--- config.mk ---
export PLATFORM = sky130hd
export DESIGN_NAME = fft_agu_ctrl_flat
export DESIGN_NICKNAME = d
export VERILOG_FILES = /design/src/rtl/fft_consts.sv /design/src/rtl/fft_agu_ctrl_if.sv /design/src/rtl/fft_agu_idx.sv /design/src/rtl/fft_agu_ctrl.sv /design/src/flat_wrapper.sv
export SDC_FILE = /design/constraint.sdc
export NUM_CORES = 1
export LEC_CHECK = 0
export ABC_AREA = 1
export BUFFER_PORTS_ARGS = -buffer_cell sky130_fd_sc_hd__buf_2
export CAP_MARGIN = 20
export CORE_MARGIN = 1
export CORE_UTILIZATION = 52
export CTS_CLUSTER_SIZE = 10
export DETAILED_ROUTE_END_ITERATION = 8
export GPL_TIMING_DRIVEN = 0
export PLACE_DENSITY_LB_ADDON = 0.3
export SKIP_CTS_REPAIR_TIMING = 1
export SYNTH_ARGS = -nofsm -noshare
export SYNTH_HDL_FRONTEND = slang
export SYNTH_SLANG_ARGS = --single-unit
export TNS_END_PERCENT = 10
--- constraint.sdc ---
create_clock -name clk -period 2 [get_ports clk]
set_input_delay 0.4 -clock clk [delete_from_list [all_inputs] [get_ports clk]]
set_output_delay 0.4 -clock clk [all_outputs]
set_load 0.01 [all_outputs]
--- src/rtl/fft_consts.sv ---
// Shared FFT constants and types; also carries the AGU stage width and FSM state type.
package fft_consts;

  localparam int unsigned N          = 8;
  localparam int unsigned N_LOG2     = $clog2(N);
  localparam int unsigned DW         = 16;
  localparam int unsigned DW_COMPLEX = 2 * DW;

  typedef struct packed {
    logic signed [DW-1:0] re;
    logic signed [DW-1:0] im;
  } complex_t;

  localparam int unsigned STG_W = (N_LOG2 > 1) ? $clog2(N_LOG2) : 1;
  localparam int unsigned K_W   = (N_LOG2 > 1) ? N_LOG2 - 1 : 1;
  localparam int unsigned TW_W  = (N_LOG2 > 1) ? N_LOG2 - 1 : 1;

  typedef enum logic [1:0] {
    IDLE  = 2'd0,
    RUN   = 2'd1,
    DRAIN = 2'd2,
    DONE  = 2'd3
  } agu_state_t;

endpackage

--- src/rtl/fft_agu_ctrl_if.sv ---
// Butterfly command channel between the AGU (master) and the FFT datapath (slave).
interface fft_agu_ctrl_if;

  logic                               bf_valid;
  logic                               bf_ready;
  logic [fft_consts::N_LOG2-1:0]      idx_a;
  logic [fft_consts::N_LOG2-1:0]      idx_b;
  logic [fft_consts::TW_W-1:0]        tw_addr;
  logic [fft_consts::STG_W-1:0]       stage;
  logic                               last_bf;

  modport master (
    output bf_valid, idx_a, idx_b, tw_addr, stage, last_bf,
    input  bf_ready
  );

  modport slave (
    input  bf_valid, idx_a, idx_b, tw_addr, stage, last_bf,
    output bf_ready
  );

endinterface

--- src/rtl/fft_agu_idx.sv ---
// Combinational butterfly index mapping: (k, stage) -> operand indices and twiddle address.
module fft_agu_idx
  import fft_consts::*;
(
  input  logic [K_W-1:0]    k_i,
  input  logic [STG_W-1:0]  stage_i,
  output logic [N_LOG2-1:0] idx_a_o,
  output logic [N_LOG2-1:0] idx_b_o,
  output logic [TW_W-1:0]   tw_addr_o
);

  logic [N_LOG2-1:0] kx;
  logic [N_LOG2-1:0] half;
  logic [N_LOG2-1:0] pos;
  logic [N_LOG2-1:0] grp;
  logic [N_LOG2-1:0] idx_a;
  logic [STG_W-1:0]  tw_sh;

  // Group index is shifted by stage+1 in two steps so the shift amount never overflows STG_W.
  always_comb begin
    kx        = N_LOG2'(k_i);
    half      = N_LOG2'(1) << stage_i;
    pos       = kx & (half - N_LOG2'(1));
    grp       = kx >> stage_i;
    idx_a     = ((grp << 1) << stage_i) | pos;
    tw_sh     = STG_W'(N_LOG2 - 1) - stage_i;
    idx_a_o   = idx_a;
    idx_b_o   = idx_a | half;
    tw_addr_o = TW_W'(pos << tw_sh);
  end

endmodule

--- src/rtl/fft_agu_ctrl.sv ---
// FFT address-generation controller: walks stages x butterflies with inter-stage drain gaps.
// Optional FFT_AGU_INVERSE_EN adds the inverse input and tw_conj output for IFFT operation.
module fft_agu_ctrl
  import fft_consts::*;
#(
  parameter int unsigned DRAIN_CYCLES = 4
) (
  input  logic clk,
  input  logic rst,
  input  logic start,
`ifdef FFT_AGU_INVERSE_EN
  input  logic inverse,
  output logic tw_conj,
`endif
  output logic busy,
  output logic done,
  fft_agu_ctrl_if.master bf
);

  localparam int unsigned CNT_W = (DRAIN_CYCLES > 1) ? $clog2(DRAIN_CYCLES) : 1;
  localparam logic [K_W-1:0]   K_LAST   = K_W'(N / 2 - 1);
  localparam logic [STG_W-1:0] STG_LAST = STG_W'(N_LOG2 - 1);

  agu_state_t         state_q, state_d;
  logic [K_W-1:0]     k_q, k_d;
  logic [STG_W-1:0]   stage_q, stage_d;
  logic [CNT_W-1:0]   cnt_q, cnt_d;
  logic               valid_q, valid_d;
  logic               busy_q, busy_d;
  logic               done_q, done_d;
  logic               last_q, last_d;
  logic [N_LOG2-1:0]  idx_a_q, idx_a_d, idx_b_q, idx_b_d;
  logic [TW_W-1:0]    tw_q, tw_d;
  logic [N_LOG2-1:0]  idx_a_c, idx_b_c;
  logic [TW_W-1:0]    tw_c;
  logic               hs_c;

  assign hs_c = valid_q & bf.bf_ready;

  // Indices are computed from the next (k, stage) so they land in the same cycle as bf_valid.
  fft_agu_idx u_idx (
    .k_i       (k_d),
    .stage_i   (stage_d),
    .idx_a_o   (idx_a_c),
    .idx_b_o   (idx_b_c),
    .tw_addr_o (tw_c)
  );

  always_comb begin
    state_d = state_q;
    k_d     = k_q;
    stage_d = stage_q;
    cnt_d   = cnt_q;
    unique case (state_q)
      IDLE: begin
        if (start) begin
          state_d = RUN;
          k_d     = '0;
          stage_d = '0;
        end
      end
      RUN: begin
        if (hs_c) begin
          if (k_q == K_LAST) begin
            state_d = DRAIN;
            cnt_d   = CNT_W'(DRAIN_CYCLES - 1);
          end else begin
            k_d = k_q + K_W'(1);
          end
        end
      end
      DRAIN: begin
        if (cnt_q == '0) begin
          if (stage_q == STG_LAST) begin
            state_d = DONE;
          end else begin
            state_d = RUN;
            stage_d = stage_q + STG_W'(1);
            k_d     = '0;
          end
        end else begin
          cnt_d = cnt_q - CNT_W'(1);
        end
      end
      DONE: begin
        state_d = IDLE;
        k_d     = '0;
        stage_d = '0;
      end
      default: state_d = IDLE;
    endcase

    valid_d = (state_d == RUN);
    busy_d  = (state_d == RUN) || (state_d == DRAIN);
    done_d  = (state_d == DONE);
    last_d  = (state_d == RUN) && (k_d == K_LAST);
    idx_a_d = valid_d ? idx_a_c : '0;
    idx_b_d = valid_d ? idx_b_c : '0;
    tw_d    = valid_d ? tw_c    : '0;
  end

  always_ff @(posedge clk) begin
    if (rst) begin
      state_q <= IDLE;
      k_q     <= '0;
      stage_q <= '0;
      cnt_q   <= '0;
      valid_q <= 1'b0;
      busy_q  <= 1'b0;
      done_q  <= 1'b0;
      last_q  <= 1'b0;
      idx_a_q <= '0;
      idx_b_q <= '0;
      tw_q    <= '0;
    end else begin
      state_q <= state_d;
      k_q     <= k_d;
      stage_q <= stage_d;
      cnt_q   <= cnt_d;
      valid_q <= valid_d;
      busy_q  <= busy_d;
      done_q  <= done_d;
      last_q  <= last_d;
      idx_a_q <= idx_a_d;
      idx_b_q <= idx_b_d;
      tw_q    <= tw_d;
    end
  end

`ifdef FFT_AGU_INVERSE_EN
  logic conj_q, conj_d;

  // Direction is latched at start acceptance and held for the whole transform.
  always_comb begin
    conj_d = conj_q;
    if ((state_q == IDLE) && start) conj_d = inverse;
  end

  always_ff @(posedge clk) begin
    if (rst) conj_q <= 1'b0;
    else     conj_q <= conj_d;
  end

  assign tw_conj = conj_q;
`endif

  assign busy        = busy_q;
  assign done        = done_q;
  assign bf.bf_valid = valid_q;
  assign bf.idx_a    = idx_a_q;
  assign bf.idx_b    = idx_b_q;
  assign bf.tw_addr  = tw_q;
  assign bf.stage    = stage_q;
  assign bf.last_bf  = last_q;

endmodule

--- src/flat_wrapper.sv ---
// flat-port wrapper written by rule: the top's interface ports become plain ports
module fft_agu_ctrl_flat import fft_consts::*;
#(
  parameter int unsigned DRAIN_CYCLES = 4
)
  (clk, rst, start, busy, done, bf_bf_valid, bf_idx_a, bf_idx_b, bf_tw_addr, bf_stage, bf_last_bf, bf_bf_ready);
  fft_agu_ctrl_if bf_i ();
  input  logic clk;
  input  logic rst;
  input  logic start;
  output logic busy;
  output logic done;
  output wire logic [$bits(bf_i.bf_valid)-1:0] bf_bf_valid;
  output wire logic [$bits(bf_i.idx_a)-1:0] bf_idx_a;
  output wire logic [$bits(bf_i.idx_b)-1:0] bf_idx_b;
  output wire logic [$bits(bf_i.tw_addr)-1:0] bf_tw_addr;
  output wire logic [$bits(bf_i.stage)-1:0] bf_stage;
  output wire logic [$bits(bf_i.last_bf)-1:0] bf_last_bf;
  input wire logic [$bits(bf_i.bf_ready)-1:0] bf_bf_ready;
  assign bf_bf_valid = bf_i.bf_valid;
  assign bf_idx_a = bf_i.idx_a;
  assign bf_idx_b = bf_i.idx_b;
  assign bf_tw_addr = bf_i.tw_addr;
  assign bf_stage = bf_i.stage;
  assign bf_last_bf = bf_i.last_bf;
  assign bf_i.bf_ready = bf_bf_ready;
  fft_agu_ctrl #(.DRAIN_CYCLES(DRAIN_CYCLES)) u_core (.clk(clk), .rst(rst), .start(start), .busy(busy), .done(done), .bf(bf_i));
endmodule
==> load_flow_metrics.sql <==
INSERT INTO impl_metrics (metric_group, metric, value, unit) VALUES
('drt', 'drt_first_iter_violations', '16', ''),
('clocking', 'tritoncts', 'yes', ''),
('global_routing', 'use_met1', '22.9', '%'),
('clocking', 'cts_buffers', '3', ''),
('yosys', 'compound_gate_fraction_of_synth_area', '7.25', '%'),
('sta', 'timing.final.ws_setup', '0.247', 'ns'),
('placement', 'gp_congestion', '0.827', ''),
('setup_path', 'startpoint', 'u_core.cnt_q[0]', ''),
('job', 'cap_viol_max_count', '0', ''),
('placement', 'io_buffers', '17', ''),
('sta', 'finalCritPeriodShare', '87.7', '%'),
('global_routing', 'busiest_layer_in_global_routing', 'met2', ''),
('floorplan', 'die_x', '44.3', 'um'),
('drt', 'route.antenna.remaining_nets', '0', ''),
('sta', 'finalMaxSlewViolations', '0', ''),
('yosys', 'postSynthNetCount', '138', ''),
('global_routing', 'groute.layer.met2.usage', '35.0', '%'),
('clocking', 'cts-root-buf', 'sky130_fd_sc_hd__clkbuf_4', ''),
('cells_and_area', 'area_growth_syn_to_layout', '15.2', '%'),
('sta', 'unrepaired_setup_endpoints_after_global_routing', 'no', ''),
('floorplan', 'fp.dieArea', '1970', 'sq um'),
('yosys', 'synth.ff_latch_count', '20', ''),
('status', 'run_status', 'complete, no violations', ''),
('setup_path', 'arrival', '1.98', 'ns'),
('yosys', 'synth_top_family_by_area', 'simple AND/OR/NAND/NOR gates', ''),
('yosys', 'synth_area', '932', 'sq um'),
('placement', 'pre_cts_slack', '0.188', 'ns'),
('drt', 'drtPass1Iterations', '4', ''),
('setup_path', 'critical_path.startpoint_type', 'flop', ''),
('global_routing', 'grtUsageTotal', '19.7', '%'),
('yosys', 'yosys_warnings', '0', ''),
('sta', 'timing.max_slew.rel_slack', '84.9', '%'),
('power_and_ir_drop', 'total_power', '0.000638', 'W'),
('drt', 'wl_per_cell', '9.80', 'um'),
('global_routing', 'largest_net_degree_at_the_start_of_global_routing', '11', ''),
('cells_and_area', 'number_of_nets_in_the_finished_design', '160', ''),
('floorplan', 'io_pins', '18', ''),
('sta', 'setup-violations-final', '0', ''),
('sta', 'final-hold-violation-count', '0', ''),
('yosys', 'postSynthAreaPerCell', '7.34', 'sq um'),
('clocking', 'clock_latency', '0.29', 'ns'),
('power_and_ir_drop', 'power_frac_comb', '8.0', '%'),
('global_routing', 'grt_pass1_wl', '2.78', 'mm'),
('worst_hold_path', 'hold-path-cell-count', '2', ''),
('power_and_ir_drop', 'power.ir.vdd_worst', '0.000521', 'V'),
('power_and_ir_drop', 'clock_power_share', '27.4', '%'),
('yosys', 'synthSimpleGateAreaFrac', '30.3', '%'),
('yosys', 'count_of_distinct_cell_types_in_the_synthesized_netlist', '18', ''),
('global_routing', 'initial_antenna_violation_count', '0', ''),
('worst_hold_path', 'worstHoldPathType', 'in2reg', ''),
('setup_path', 'worstReg2RegStart', 'u_core.cnt_q[0]', ''),
('sta', 'tightest_slew', '0.224', 'ns'),
('yosys', 'syn-instance-count', '127', ''),
('worst_hold_path', 'hold_path_start', 'rst', ''),
('yosys', 'synthAdderAreaFrac', '9.40', '%'),
('yosys', 'synth.yosys.seq_area_share', '43.0', '%'),
('floorplan', 'design.core.area', '1590', 'sq um'),
('sta', 'final.setup_skew', '0.00346', 'ns'),
('floorplan', 'start_util', '58.5', '%'),
('power_and_ir_drop', 'leakage', '0.572', 'nW'),
('drt', 'drt-vias-per-instance', '4.71', ''),
('drt', 'drt-total-wl', '1.68', 'mm'),
('floorplan', 'fp.dieH', '44.3', 'um'),
('sta', 'achievable-frequency', '0.570', 'GHz'),
('clocking', 'clock_tree.buffer_depth', '2', ''),
('power_and_ir_drop', 'power_report.internal_total', '0.000494', 'W'),
('power_and_ir_drop', 'sequentialPowerShare', '64.5', '%'),
('power_and_ir_drop', 'power_per_cell_area', '594', 'nW/um^2'),
('sta', 'total_negative_setup_slack', '0', 'ns'),
('sta', 'final.min_clock_period', '1.75', 'ns'),
('yosys', 'mux_contribution_to_synthesized_area', '0', '%');
[cells by family after synthesis]
family          Yosys count
buf+inv                  25
simple gates             62
compound gates           13
fa+ha+maj                 7
flops                    20
[worst max-delay path by stage]
| stage | to | slack [ns] | cells after the start |
|---|---|---|---|
| 6_report | u_core.bf.last_bf | 0.25 | 9 |
| 5_1_grt | u_core.bf.idx_b[2] | 0.05 | 9 |
| 4_1_cts | u_core.bf.idx_b[2] | 0.17 | 10 |
| 3_5_place_dp | u_core.bf.idx_b[2] | 0.19 | 10 |
| 3_3_place_gp | u_core.bf.idx_b[2] | 0.24 | 10 |
| 2_1_floorplan | u_core.bf.tw_addr[0] | 0.40 | 10 |
[stage by stage]
stage	area (sq um)	instances	hold slack, ns	utilization [%]
3_3_place_gp	1050	168	0.447	65.7
6_report	1070	171	0.355	67.3
4_1_cts	1070	171	0.345	67.1
3_5_place_dp	1050	168	0.470	65.7
2_1_floorplan	932	127	0.437	-
5_1_grt	1070	171	0.359	67.3
[cells in the mapped netlist]
cell type                  number  area share, %
sky130_fd_sc_hd__a21oi_1        5            2.7
sky130_fd_sc_hd__a31oi_1        2            1.3
sky130_fd_sc_hd__and2_1         1           0.67
sky130_fd_sc_hd__clkinv_1       1           0.40
sky130_fd_sc_hd__dfxtp_1       20             43
sky130_fd_sc_hd__ha_1           7            9.4
sky130_fd_sc_hd__inv_1         20            8.1
sky130_fd_sc_hd__inv_2          4            1.6
sky130_fd_sc_hd__nand2_1       32             13
sky130_fd_sc_hd__nand2_2        1           0.67
sky130_fd_sc_hd__nand3_1        9            4.8
sky130_fd_sc_hd__nand3_2        3            3.2
sky130_fd_sc_hd__nand4_1        1           0.67
sky130_fd_sc_hd__nor2_1        12            4.8
sky130_fd_sc_hd__nor2_2         2            1.3
sky130_fd_sc_hd__nor2_4         1            1.2
sky130_fd_sc_hd__o21ai_0        5            2.7
sky130_fd_sc_hd__o21ai_1        1           0.54
[power by group through the flow]
stage	Combinational [W]	Clock, W	Sequential [W]
5_1_grt	0.0000587	0.000200	0.000413
3_5_place_dp	0.0000495	0	0.000421
3_3_place_gp	0.0000467	0	0.000420
4_1_cts	0.0000496	0.000185	0.000412
6_report	0.0000513	0.000175	0.000412
2_1_floorplan	0.0000275	0	0.000424
[cells in the final DEF, fill, tap and decap left out, types with 3 or more instances in the layout]
cell	netlist	layout
sky130_fd_sc_hd__clkbuf_4	0	3
sky130_fd_sc_hd__nand3_2	3	3
sky130_fd_sc_hd__inv_2	4	5
sky130_fd_sc_hd__a21oi_1	5	4
sky130_fd_sc_hd__nand3_1	9	9
sky130_fd_sc_hd__inv_1	20	20
sky130_fd_sc_hd__buf_2	0	17
sky130_fd_sc_hd__nand2_1	32	32
sky130_fd_sc_hd__o21ai_0	5	5
sky130_fd_sc_hd__ha_1	7	7
sky130_fd_sc_hd__dfxtp_1	20	20
sky130_fd_sc_hd__nor2_1	12	12
[state kept, by name, summed over array words and instances (netlist names)]
signal and flops:
u_core.bf.stage 2, u_core.bf.last_bf 1, u_core.done 1, u_core.state_q 2
u_core.busy 1, u_core.bf.tw_addr 2, u_core.bf.idx_a 3, u_core.k_q 2
u_core.cnt_q 2, u_core.bf.bf_valid 1, u_core.bf.idx_b 3
[per-layer routing]
metal | wire, um | share of wire, %
met1 | 753 | 45
met2 | 856 | 51
met3 | 66 | 3.9
met4 | 0 | 0
met5 | 0 | 0
[cell type report]
class,count,area [sq um],share of cell area [%]
multi-input cells,82,442,41.1
clock buffers,3,22.5,2.10
inverters,25,93.8,8.74
flip-flops and latches,20,400,37.3
well taps,24,30.0,2.80
repair buffers,17,85.1,7.93
[critical path: stages (launching register included)]
cell,delay [ns]
sky130_fd_sc_hd__dfxtp_1,0.31
sky130_fd_sc_hd__inv_1,0.08
sky130_fd_sc_hd__ha_1,0.27
sky130_fd_sc_hd__o21ai_0,0.15
sky130_fd_sc_hd__a21oi_2,0.25
sky130_fd_sc_hd__ha_1,0.20
sky130_fd_sc_hd__nand2_1,0.08
sky130_fd_sc_hd__inv_2,0.12
sky130_fd_sc_hd__nand2_1,0.10
sky130_fd_sc_hd__a31oi_1,0.13
(Power assumes the default switching activity.)
